`src/rtl/dmem_loader.sv`:
```
// dmem_loader: preload engine for the data memory.
// Holds the CPU in reset while a byte stream (16-bit word count followed by
// little-endian 32-bit words) is assembled and written into dmem, then hands
// the dmem data port over to the CPU for the rest of the run.
`timescale 1ns/1ps
module dmem_loader #(
    parameter int DEPTH_WORDS = 128,
    parameter int CNT_W       = 16
) (
    input  logic        clk,
    input  logic        reset,
    input  logic [7:0]  in_data,
    input  logic        in_valid,
    output logic        in_ready,
    input  logic [31:0] cpu_daddr,
    input  logic [31:0] cpu_dwdata,
    input  logic [3:0]  cpu_dwe,
    output logic [31:0] mem_daddr,
    output logic [31:0] mem_dwdata,
    output logic [3:0]  mem_dwe,
    output logic        cpu_reset,
    output logic        done,
    output logic        dropped
);

    typedef enum logic [2:0] {
        S_HDR0  = 3'd0,
        S_HDR1  = 3'd1,
        S_DATA  = 3'd2,
        S_WRITE = 3'd3,
        S_RUN   = 3'd4
    } state_t;

    // One extra bit so comparisons against the depth never overflow.
    localparam logic [CNT_W:0] DEPTH_C = (CNT_W+1)'(DEPTH_WORDS);
    localparam logic [CNT_W:0] ONE_C   = (CNT_W+1)'(1);

    state_t             state_q, state_d;
    logic [7:0]         count_lo_q, count_lo_d;
    logic [CNT_W-1:0]   count_q, count_d;
    logic [CNT_W-1:0]   idx_q, idx_d;
    logic [1:0]         bsel_q, bsel_d;
    logic [31:0]        word_q, word_d;
    logic               dropped_q, dropped_d;
    logic               cpu_reset_q;

    logic               xfer;
    logic [CNT_W-1:0]   hdr_count;

    assign xfer      = in_valid && in_ready;
    assign hdr_count = CNT_W'({in_data, count_lo_q});

    // Next-state and output decode for the load sequence.
    always_comb begin
        state_d    = state_q;
        count_lo_d = count_lo_q;
        count_d    = count_q;
        idx_d      = idx_q;
        bsel_d     = bsel_q;
        word_d     = word_q;
        dropped_d  = dropped_q;
        in_ready   = 1'b0;
        done       = 1'b0;
        mem_daddr  = 32'({idx_q, 2'b00});
        mem_dwdata = word_q;
        mem_dwe    = 4'h0;

        case (state_q)
            S_HDR0: begin
                in_ready = 1'b1;
                if (xfer) begin
                    count_lo_d = in_data;
                    state_d    = S_HDR1;
                end
            end
            S_HDR1: begin
                in_ready = 1'b1;
                if (xfer) begin
                    count_d = hdr_count;
                    if ({1'b0, hdr_count} > DEPTH_C) begin
                        dropped_d = 1'b1;
                    end
                    if (hdr_count == '0) begin
                        state_d = S_RUN;
                    end else begin
                        idx_d   = '0;
                        bsel_d  = 2'd0;
                        state_d = S_DATA;
                    end
                end
            end
            S_DATA: begin
                in_ready = 1'b1;
                if (xfer) begin
                    word_d[{bsel_q, 3'b000} +: 8] = in_data;
                    bsel_d = bsel_q + 2'd1;
                    if (bsel_q == 2'd3) begin
                        state_d = S_WRITE;
                    end
                end
            end
            S_WRITE: begin
                // Out-of-range words are consumed but never committed.
                if ({1'b0, idx_q} < DEPTH_C) begin
                    mem_dwe = 4'hF;
                end
                idx_d = idx_q + 1'b1;
                if (({1'b0, idx_q} + ONE_C) == {1'b0, count_q}) begin
                    state_d = S_RUN;
                end else begin
                    state_d = S_DATA;
                end
            end
            S_RUN: begin
                done       = 1'b1;
                mem_daddr  = cpu_daddr;
                mem_dwdata = cpu_dwdata;
                mem_dwe    = cpu_dwe;
            end
            default: begin
                state_d = S_HDR0;
            end
        endcase

        // No write may reach dmem on a reset cycle.
        if (reset) begin
            mem_dwe = 4'h0;
        end
    end

    // State registers; cpu_reset drops on the same edge that enters RUN.
    always_ff @(posedge clk) begin
        if (reset) begin
            state_q     <= S_HDR0;
            count_lo_q  <= 8'h00;
            count_q     <= '0;
            idx_q       <= '0;
            bsel_q      <= 2'd0;
            word_q      <= 32'h0;
            dropped_q   <= 1'b0;
            cpu_reset_q <= 1'b1;
        end else begin
            state_q     <= state_d;
            count_lo_q  <= count_lo_d;
            count_q     <= count_d;
            idx_q       <= idx_d;
            bsel_q      <= bsel_d;
            word_q      <= word_d;
            dropped_q   <= dropped_d;
            cpu_reset_q <= (state_d != S_RUN);
        end
    end

    assign cpu_reset = cpu_reset_q;
    assign dropped   = dropped_q;

endmodule

```
`config.mk`:
```
export PLATFORM = sky130hd
export DESIGN_NAME = dmem_loader
export DESIGN_NICKNAME = d
export VERILOG_FILES = /design/src/rtl/dmem_loader.sv
export SDC_FILE = /design/constraint.sdc
export NUM_CORES = 1
export LEC_CHECK = 0
export BUFFER_PORTS_ARGS = -buffer_cell sky130_fd_sc_hd__buf_2
export CORE_ASPECT_RATIO = 1.25
export CORE_MARGIN = 2
export CORE_UTILIZATION = 55
export DETAILED_ROUTE_END_ITERATION = 8
export GPL_TIMING_DRIVEN = 0
export PLACE_DENSITY = 0.86
export RECOVER_POWER = 25
export SETUP_SLACK_MARGIN = 0.4
export SYNTH_ARGS = -nofsm -noshare
export SYNTH_HDL_FRONTEND = slang
export SYNTH_SLANG_ARGS = --single-unit
```
`constraint.sdc`:
```
create_clock -name clk -period 3.6 [get_ports clk]
set_input_delay 0 -clock clk [delete_from_list [all_inputs] [get_ports clk]]
set_output_delay 0 -clock clk [all_outputs]
set_load 0.01 [all_outputs]
```
# After elaboration in Yosys (flattened, before gate mapping)
# Index checks and enable logic that the tools add are counted.
# Widths: inputs -> output; s select.
[totals] ff_bits=79 word_cells=60 input_bits=79
[op_classes] n_eq_ne=10 addsub=4 n_lt_le_gt_ge=2 shifts=2 n_mux=22 n_reduce_logical=12
[op_table] operator="$mux 32" count=2
[op_table] operator="$bwmux 32" count=1
[op_table] operator="$mux 16" count=2
[op_table] operator="$pmux 16 s2" count=1
[op_table] operator="$shift 8x7->32 const A" count=1
[op_table] operator="$shiftx 8x7->32" count=1
[op_table] operator="$mux 3" count=6
[op_table] operator="$add 16x1->17 const B" count=1
[op_table] operator="$eq 17x16->1" count=1
[op_table] operator="$add 16x1->16 const B" count=1
[op_table] operator="$gt 16x8->1 const B" count=1
[op_table] operator="$logic_not 16->1" count=1
[op_table] operator="$lt 16x8->1 const B" count=1
[op_table] operator="$pmux 3 s5" count=1
[op_table] operator="$mux 4" count=2
[op_table] operator="$pmux 4 s2" count=1
[op_table] operator="$neg 5->7" count=1
[op_table] operator="$eq 3x2->1 const B" count=2
[op_table] operator="$mux 2" count=3
[op_table] operator="$ne 2x2->1 const B" count=3
[op_table] operator="$reduce_and 2->1" count=3
[op_table] operator="$reduce_and 3->1" count=2
[op_table] operator="$pmux 2 s2" count=1
[op_table] operator="$reduce_and 4->1" count=1
[op_table] operator="other kinds (10)" count=12

# Logic depth before layout (Yosys ltp)
# Gate-level depths: netlist of the first run.
[depth] depth_word=7 ltp_mapped=8

# Worst setup path after synthesis of the first run
# No wires, ideal clock.
[synth_timing] kind="reg2reg" startpoint="reg idx_q[0]" endpoint="reg cpu_reset_q, in the netlist cpu_reset" stages_incl_launch_ff=8 setup_ps=115 n_path_buf=0 setup_slack_ps=1342 arrival_ps=2144 cell_sequence="dfxtp_1 -> ha_1 -> nand3_1 -> or4_4 -> xnor2_1 -> o311ai_1 -> or3b_1 -> o21a_1"
[synth_via] elab_chain_cells=5
[synth_lines] element="start, declared" line_no="41" source="logic [CNT_W-1:0] idx_q, idx_d;"
[synth_lines] element="start signal, assigned" line_no="146" source="idx_q <= idx_d;"
[synth_lines] element="$add 16x1->17" line_no="108" source="if (({1'b0, idx_q} + ONE_C) == {1'b0, count_q}) begin"
[synth_lines] element="$eq 17x16->1" line_no="108"
[synth_lines] element="$mux 3" line_no="108"
[synth_lines] element="$pmux 3 s5" line_no="68" source="case (state_q)"
[synth_lines] element="$ne 3x3->1" line_no="150" source="cpu_reset_q <= (state_d != S_RUN);"
[synth_lines] element="end signal, assigned" line_no="150"
[synth_lines] element="end, declared" line_no="45" source="logic cpu_reset_q;"
# No other way between the ends.
# A chain may end at the register's enable or synchronous reset.

# Final worst setup path of the first run
[layout_timing] startpoint="reg state_q[1]" endpoint="out mem_daddr[7]"
[layout_via] elab_chain_cells=2
[layout_lines] element="start, declared" line_no="38" source="state_t state_q, state_d;"
[layout_lines] element="start signal, assigned" line_no="143" source="state_q <= state_d;"
[layout_lines] element="$eq 3x3->1" line_no="68"
[layout_lines] element="$mux 32" line_no="68"
[layout_lines] element="end, declared" line_no="18" source="output logic [31:0] mem_daddr,"
# No other way between the ends.

==> results of run 1 <==
synthesized netlist by cell type, drive strengths merged:
cell     number
nor3         14
a311oi       12
nand4         5
o22a          1
xor2          6
o21a          1
inv           4
o31ai         1
a31oi         4
nand3        40
nand3b        1
buf           9
ha            7
o21ai        10
o211ai        1
and4          3
a21oi        76
nand4b        2
a2111oi       2
o311ai        1
mux2         47
o31a          1
mux2i         3
nor2b         2
or3           4
and3          2
xnor2        14
nor2         33
clkbuf       33
nand2       109
or2           1
nor4          6
and2         20
o22ai         1
nor3b         5
or4           2
or3b          1
a211o         1
dfxtp        79
nand2b        3
metal layers:
metal	GRT usage, %	routed length (um)
met5	0	0
met4	16.8	604
met3	4.50	946
met2	51.2	6570
met1	31.5	4930
kinds of logic (layout without fill, tap and decap cells):
| kind of cell | count (synthesis) | in the layout | synth area share [%] |
|---|---|---|---|
| AOI/OAI and AO/OA | 112 | 112 | 14.9 |
| and+or+nand+nor | 253 | 253 | 27.1 |
| muxes | 50 | 50 | 12.5 |
| xor gates and xnor gates | 20 | 20 | 3.92 |
| buffers and inverters | 46 | 220 | 4.26 |
| adders and majority gates | 7 | 7 | 1.96 |
| DFF | 79 | 79 | 35.4 |
power breakdown:
group          internal (W)  switching [W]  total [W]
combinational     0.0000728       0.000104   0.000177
clock              0.000325       0.000345   0.000671
sequential         0.000889      0.0000126   0.000901
worst min-delay path by stage:
stage / from / endpoint / depth (start not counted)
5_1_grt: reset / state_q[2]$_SDFF_PP0_ / 4
6_report: in_valid / state_q[0]$_SDFF_PP0_ / 4
4_1_cts: in_valid / state_q[0]$_SDFF_PP0_ / 4
3_5_place_dp: cpu_daddr[27] / mem_daddr[27] / 3
3_3_place_gp: cpu_daddr[19] / mem_daddr[19] / 3
2_1_floorplan: cpu_dwe[0] / mem_dwe[0] / 2
state kept, by name (all words and copies together) (netlist names):
name,count
word_q,32
count_q,16
dropped,1
idx_q,16
count_lo_q,8
bsel_q,2
cpu_reset,1
state_q,3
worst max-delay path, delay by kind of cell, from the launching register on:
family	cells	cell delay (ns)
buffers and inverters	3	0.94
DFF	1	0.33
muxes	1	0.42
and+or+nand+nor	1	0.88
area by class of cell:
type,instances,area (um^2),share of cell area [%]
Inverter,4,15.0,0.268
Buffer,42,175,3.12
Clock inverter,6,68.8,1.23
Tap cell,95,119,2.12
Multi-Input combinational cell,442,2700,48.1
Timing Repair Buffer,158,827,14.7
Sequential cell,79,1580,28.2
Clock buffer,10,128,2.27
repair_timing:
action                    CTS  global route
hold buffers                8             0
hold endpoints to repair   43             0
setup buffers               0             0
through the flow:
step                hold WS [ns]  area [um^2]  setup WS, ns  std cells  utilization [%]
finish                    0.0483         5610         0.662        836             71.6
global route              0.0637         5610         0.563        836             71.6
CTS                       0.0316         5610         0.679        836             71.6
detailed placement         0.291         5340          1.03        812             68.1
global placement           0.284         5340          1.08        812             68.1
floorplan                  0.126         4470          1.34        567                -
==> impl_metrics.csv, run 1 <==
group,metric,value,unit
run_status,status,"finished clean",
sta,maxSlewViolCount,0,
synth,ys_ff_latch,79,
sta,slew_headroom,3.26,%
placed_design,hpwl,9.69,mm
worst_setup_path,arrival,2.94,ns
sta,setup-violations-final,0,
route,drtIter0Drc,278,
placed_design,numPortBuffers,150,
route,wl_per_cell,15.6,um
route,drt-total-wl,13.1,mm
die,start_util,57.0,%
global_routing,grt_pass1_vias,4584,
worst_setup_path,cp-start-kind,"register",
worst_setup_path,critPathMaxFanout,10,
worst_setup_path,endpoint,"mem_daddr[7]",
sta,max_freq,340,MHz
global_routing,grt_max_degree,15,
worst_setup_path,worst-setup-path-type,"reg2out",
route,detail-route-antenna-nets,0,
clocking,htreeDepth,3,
flow_run,cap_violations,0,
clocking,cts.clk_slew.worst_paths,0.08,ns
route,vias,4790,
clocking,clk_latency,0.36,ns
worst_setup_path,critPathRequiredTime,3.60,ns
sta,rsz0062_at_grt,"no",
synth,synth_area_per_cell,7.88,um^2
final_layout,diodes,0,
synth,synth_top_area_share,35.4,%
die,core_area,7840,um^2
sta,tightest_slew,1.44,ns
worst_setup_path,path_cells,"clkbuf_1 > nor3b_1 > clkbuf_1 > mux2_2 > buf_2",
worst_hold_path,hp-class,"in2reg",
route,viasPerCell,5.73,
die,rows,36,
final_layout,final_cell_mix,"buf_2, nand2_1, dfxtp_1",
worst_setup_path,worst_r2r_path_depth,7,
global_routing,grt_pass1_wl,20.7,mm
power_and_ir_drop,pwr_density_cell,312,nW/um^2
placed_design,gp_congestion,0.979,
sta,final.period_utilization,81.6,%
sta,period_minus_slack,2.94,ns
clocking,cts-resized-gates,0,
synth,ys_warn_count,0,
die,die_x,84.6,um
synth,ys_types,48,
sta,hold_viol_final,0,
die,io_pins,151,
synth,synth.area.top_cells,"dfxtp_1, mux2_2, nand2_1, a21oi_1, nand3_1",
worst_setup_path,rrSetupSlack,1.00,ns
die,fp.dieArea,8870,um^2
final_layout,nFillCells,660,
power_and_ir_drop,cellLeakagePower,2.35,nW
clocking,numCtsBuffers,9,
synth,yosysSeqAreaShare,35.4,%
route,drt_drc_violations_left,0,
global_routing,grtUsageTotal,28.7,%
global_routing,gr-total-overflow,0,
final_layout,syn_to_final_growth,25.6,%
synth,netlist_area,4470,um^2
synth,synth_largest_area_cell,"dfxtp_1",
final_layout,final_common_cell,"buf_2",
global_routing,antenna_found_initial,0,
final_layout,drive_above_1_share,30.5,%
worst_setup_path,critPathSlowestCell,"nor3b_1",
route,dr.pass1.iters,5,
final_layout,nets,822,
synth,synth_fp_nets,653,
worst_setup_path,cp-startpoint,"state_q[1]$_SDFF_PP0_",
clocking,cts.sinks,79,
worst_setup_path,slowest_delay,0.88,ns
worst_setup_path,crit_top_cell,"clkbuf_1",
power_and_ir_drop,vdd_drop_max,0.255,mV
power_and_ir_drop,total_power,0.00175,W
worst_setup_path,cp-end-kind,"primary output",
sta,fin_setup_tns,0,ns
die,die_height,105,um
worst_setup_path,r2r-start,"idx_q[0]$_SDFFE_PP0P_",
clocking,cts_tree,"done",
synth,synthCells,567,
worst_setup_path,r2r-end,"cpu_reset$_SDFF_PP1_",
clocking,cts.path.max_buffers,2,
sta,clock_skew,0.00984,ns
clocking,root_buffer,"clkbuf_8",
No activity file was read; power rests on OpenSTA's default activity.
==> run 2: changes to the inputs <==
Settings changed: CORE_UTILIZATION 55 to 46, PLACE_DENSITY 0.86 to 0.77.
Clock period 3.6 ns to 2.53 ns, I/O delays scaled along.
==> impl_metrics.csv, run 2 (synthesis gave the netlist of run 1 again) <==
group,metric,value,unit
sta,fin_setup_tns,0,ns
clocking,htreeDepth,3,
worst_setup_path,slowest_delay,0.59,ns
global_routing,grtUsageMet3,4.15,%
die,fp.dieArea,10500,um^2
worst_setup_path,path_cells,"buf_6 > nand4_1 > or4_4 > xnor2_4 > o311ai_4 > or3b_1 > o21a_1",
sta,setup-violations-final,0,
power_and_ir_drop,p_int,0.00224,W
sta,max_freq,457,MHz
sta,clock_skew,0.0101,ns
route,drt-total-wl,13.4,mm
sta,tightest_slew,0.852,ns
placed_design,placed_area,5400,um^2
worst_setup_path,arrival,2.42,ns
final_layout,nFillCells,817,
worst_setup_path,critPathRequiredTime,2.76,ns
die,rows,40,
power_and_ir_drop,cellLeakagePower,2.58,nW
global_routing,gr-usage-met2,43.9,%
final_layout,final_util,64.5,%
power_and_ir_drop,vdd_drop_max,0.437,mV
final_layout,design_area,6140,um^2
clocking,cts.sinks,79,
placed_design,gp_congestion,0.869,
sta,maxSlewViolCount,0,
power_and_ir_drop,swShare,24.0,%
final_layout,nets,840,
run_status,status,"finished clean",
final_layout,reg_top3,"word_q (32), count_q (16), idx_q (16)",
final_layout,final_cell_mix,"buf_2, nand2_1, a21oi_1",
worst_setup_path,cp-startpoint,"idx_q[11]$_SDFFE_PP0P_",
die,start_util,47.0,%
route,drt_drc_violations_left,0,
die,die_height,114,um
route,drtIter0Drc,293,
sta,rsz0062_at_grt,"yes",
final_layout,drive_above_1_share,37.4,%
global_routing,grt-busiest-layer,"met2",
worst_hold_path,min_path_cells,3,
worst_setup_path,rrSetupSlack,0.34,ns
route,wl_per_cell,15.2,um
die,core_area,9510,um^2
clocking,clk_latency,0.34,ns
final_layout,largest_reg_flops,32,
global_routing,grt_use_met1,29.1,%
clocking,root_buffer,"clkbuf_16",
flow_run,cap_violations,0,
global_routing,grt_pass1_wl,21.0,mm
clocking,cts_tree,"done",
clocking,cts.clk_slew.worst_paths,0.07,ns
worst_setup_path,cp-start-kind,"register",
final_layout,final_common_cell,"buf_2",
route,detail-route-antenna-nets,0,
final_layout,diodes,0,
clocking,numCtsBuffers,9,
worst_setup_path,r2r-end,"cpu_reset$_SDFF_PP1_",
die,die_x,92.2,um
final_layout,syn_to_final_growth,37.3,%
power_and_ir_drop,combPwrFrac,8.7,%
route,vias,4848,
worst_setup_path,worst_r2r_path_depth,7,
placed_design,numPortBuffers,150,
power_and_ir_drop,power.share.sequential,43.5,%
clocking,cts.path.max_buffers,2,
power_and_ir_drop,p_sw,0.000708,W
worst_setup_path,critPathSlowestCell,"or4_4",
sta,final.period_utilization,86.6,%
route,dr.pass1.iters,5,
route,viasPerCell,5.48,
global_routing,grtUsageTotal,24.7,%
sta,slew_headroom,42.8,%
global_routing,gr-total-overflow,0,
worst_hold_path,hp-class,"in2reg",
placed_design,hpwl,9.54,mm
worst_setup_path,worst-setup-path-type,"reg2reg",
sta,period_minus_slack,2.19,ns
power_and_ir_drop,pwr_density_cell,480,nW/um^2
worst_setup_path,cp-end-kind,"register",
final_layout,regMostFlops,"word_q",
worst_setup_path,critPathMaxFanout,7,
global_routing,grt_pass1_vias,4445,
power_and_ir_drop,clkPwrFrac,47.8,%
sta,hold_viol_final,0,
global_routing,grt_max_degree,15,
die,io_pins,151,
global_routing,antenna_found_initial,0,
worst_setup_path,endpoint,"cpu_reset$_SDFF_PP1_",
worst_setup_path,r2r-start,"idx_q[11]$_SDFFE_PP0P_",
## run 2: cell types whose count changed in the layout (fill, tap and decap cells not counted), moves of 5 or more
cell	before	now
clkbuf_1	36	30
clkbuf_8	9	0
buf_4	0	25
buf_6	1	10
dfxtp_2	0	9
dfxtp_1	79	68
buf_2	154	146
and2_0	0	5
and2_1	20	15
dlygate4sd3_1	8	1
clkbuf_16	0	9
## run 2: how the worst min path moves through the flow
| stage | end | from | slack [ns] |
|---|---|---|---|
| 6_report | count_q[11]$_SDFFE_PP0P_ | in_data[3] | 0.01 |
| 2_1_floorplan | mem_dwe[0] | cpu_dwe[0] | 0.13 |
| 4_1_cts | count_lo_q[4]$_SDFFE_PP0P_ | in_data[4] | 0.004 |
| 5_1_grt | count_q[14]$_SDFFE_PP0P_ | in_data[6] | 0.01 |
| 3_5_place_dp | mem_daddr[25] | cpu_daddr[25] | 0.29 |
| 3_3_place_gp | mem_daddr[19] | cpu_daddr[19] | 0.28 |
## run 2: routing by layer
layer  vias to the layer above  wire length (um)
met1                      2210              5190
met2                       238              6710
li1                       2365                 -
met4                         0               484
met3                        35              1020
met5                         -                 0
## run 2: worst max-delay path: cells and delay by family (launching register included)
family                 cells  cell delay (ns)
XOR/XNOR                   1             0.19
AO/OA/AOI/OAI              2             0.31
AND/OR/NAND/NOR            3             1.14
buffers and inverters      1             0.12
flip-flops                 1             0.32
## run 2: power groups by stage
stage,combinational (W),sequential (W),clock [W]
floorplan,0.000123,0.00131,0
CTS,0.000246,0.00128,0.00142
detailed placement,0.000237,0.00131,0
global route,0.000282,0.00129,0.00148
finish,0.000256,0.00128,0.00141
global placement,0.000230,0.00131,0
## run 2: area by class of cell
class / count / area [um^2] / share of cell area (%)
clock buffer: 10 / 229 / 3.73
inverter: 4 / 15.0 / 0.245
tap: 126 / 158 / 2.57
sequential: 79 / 1600 / 26.1
clock inverter: 6 / 93.8 / 1.53
multi-input combinational: 442 / 2850 / 46.5
buffer: 42 / 250 / 4.08
timing repair buffer: 176 / 938 / 15.3
## run 2: what timing repair did
| item | 4_1_cts | 5_1_grt |
|---|---|---|
| hold endpoints to repair | 5 | 0 |
| buffers inserted | 9 | 16 |
| hold buffers | 1 | 0 |
| gates cloned | 0 | 0 |
| gates resized for setup | 40 | 38 |
| pin swaps | 12 | 9 |
| setup endpoints to repair | 110 | 76 |
## run 2: metrics by stage
stage | setup slack [ns] | power (W) | instances | hold slack, ns
after global placement | -0.0587 | 0.00154 | 843 | 0.285
after detailed placement | -0.0262 | 0.00155 | 843 | 0.288
after floorplan | 0.419 | 0.00143 | 567 | 0.126
final | 0.340 | 0.00295 | 885 | 0.00965
after global routing | 0.185 | 0.00304 | 885 | 0.0113
after CTS | 0.342 | 0.00295 | 869 | 0.00352
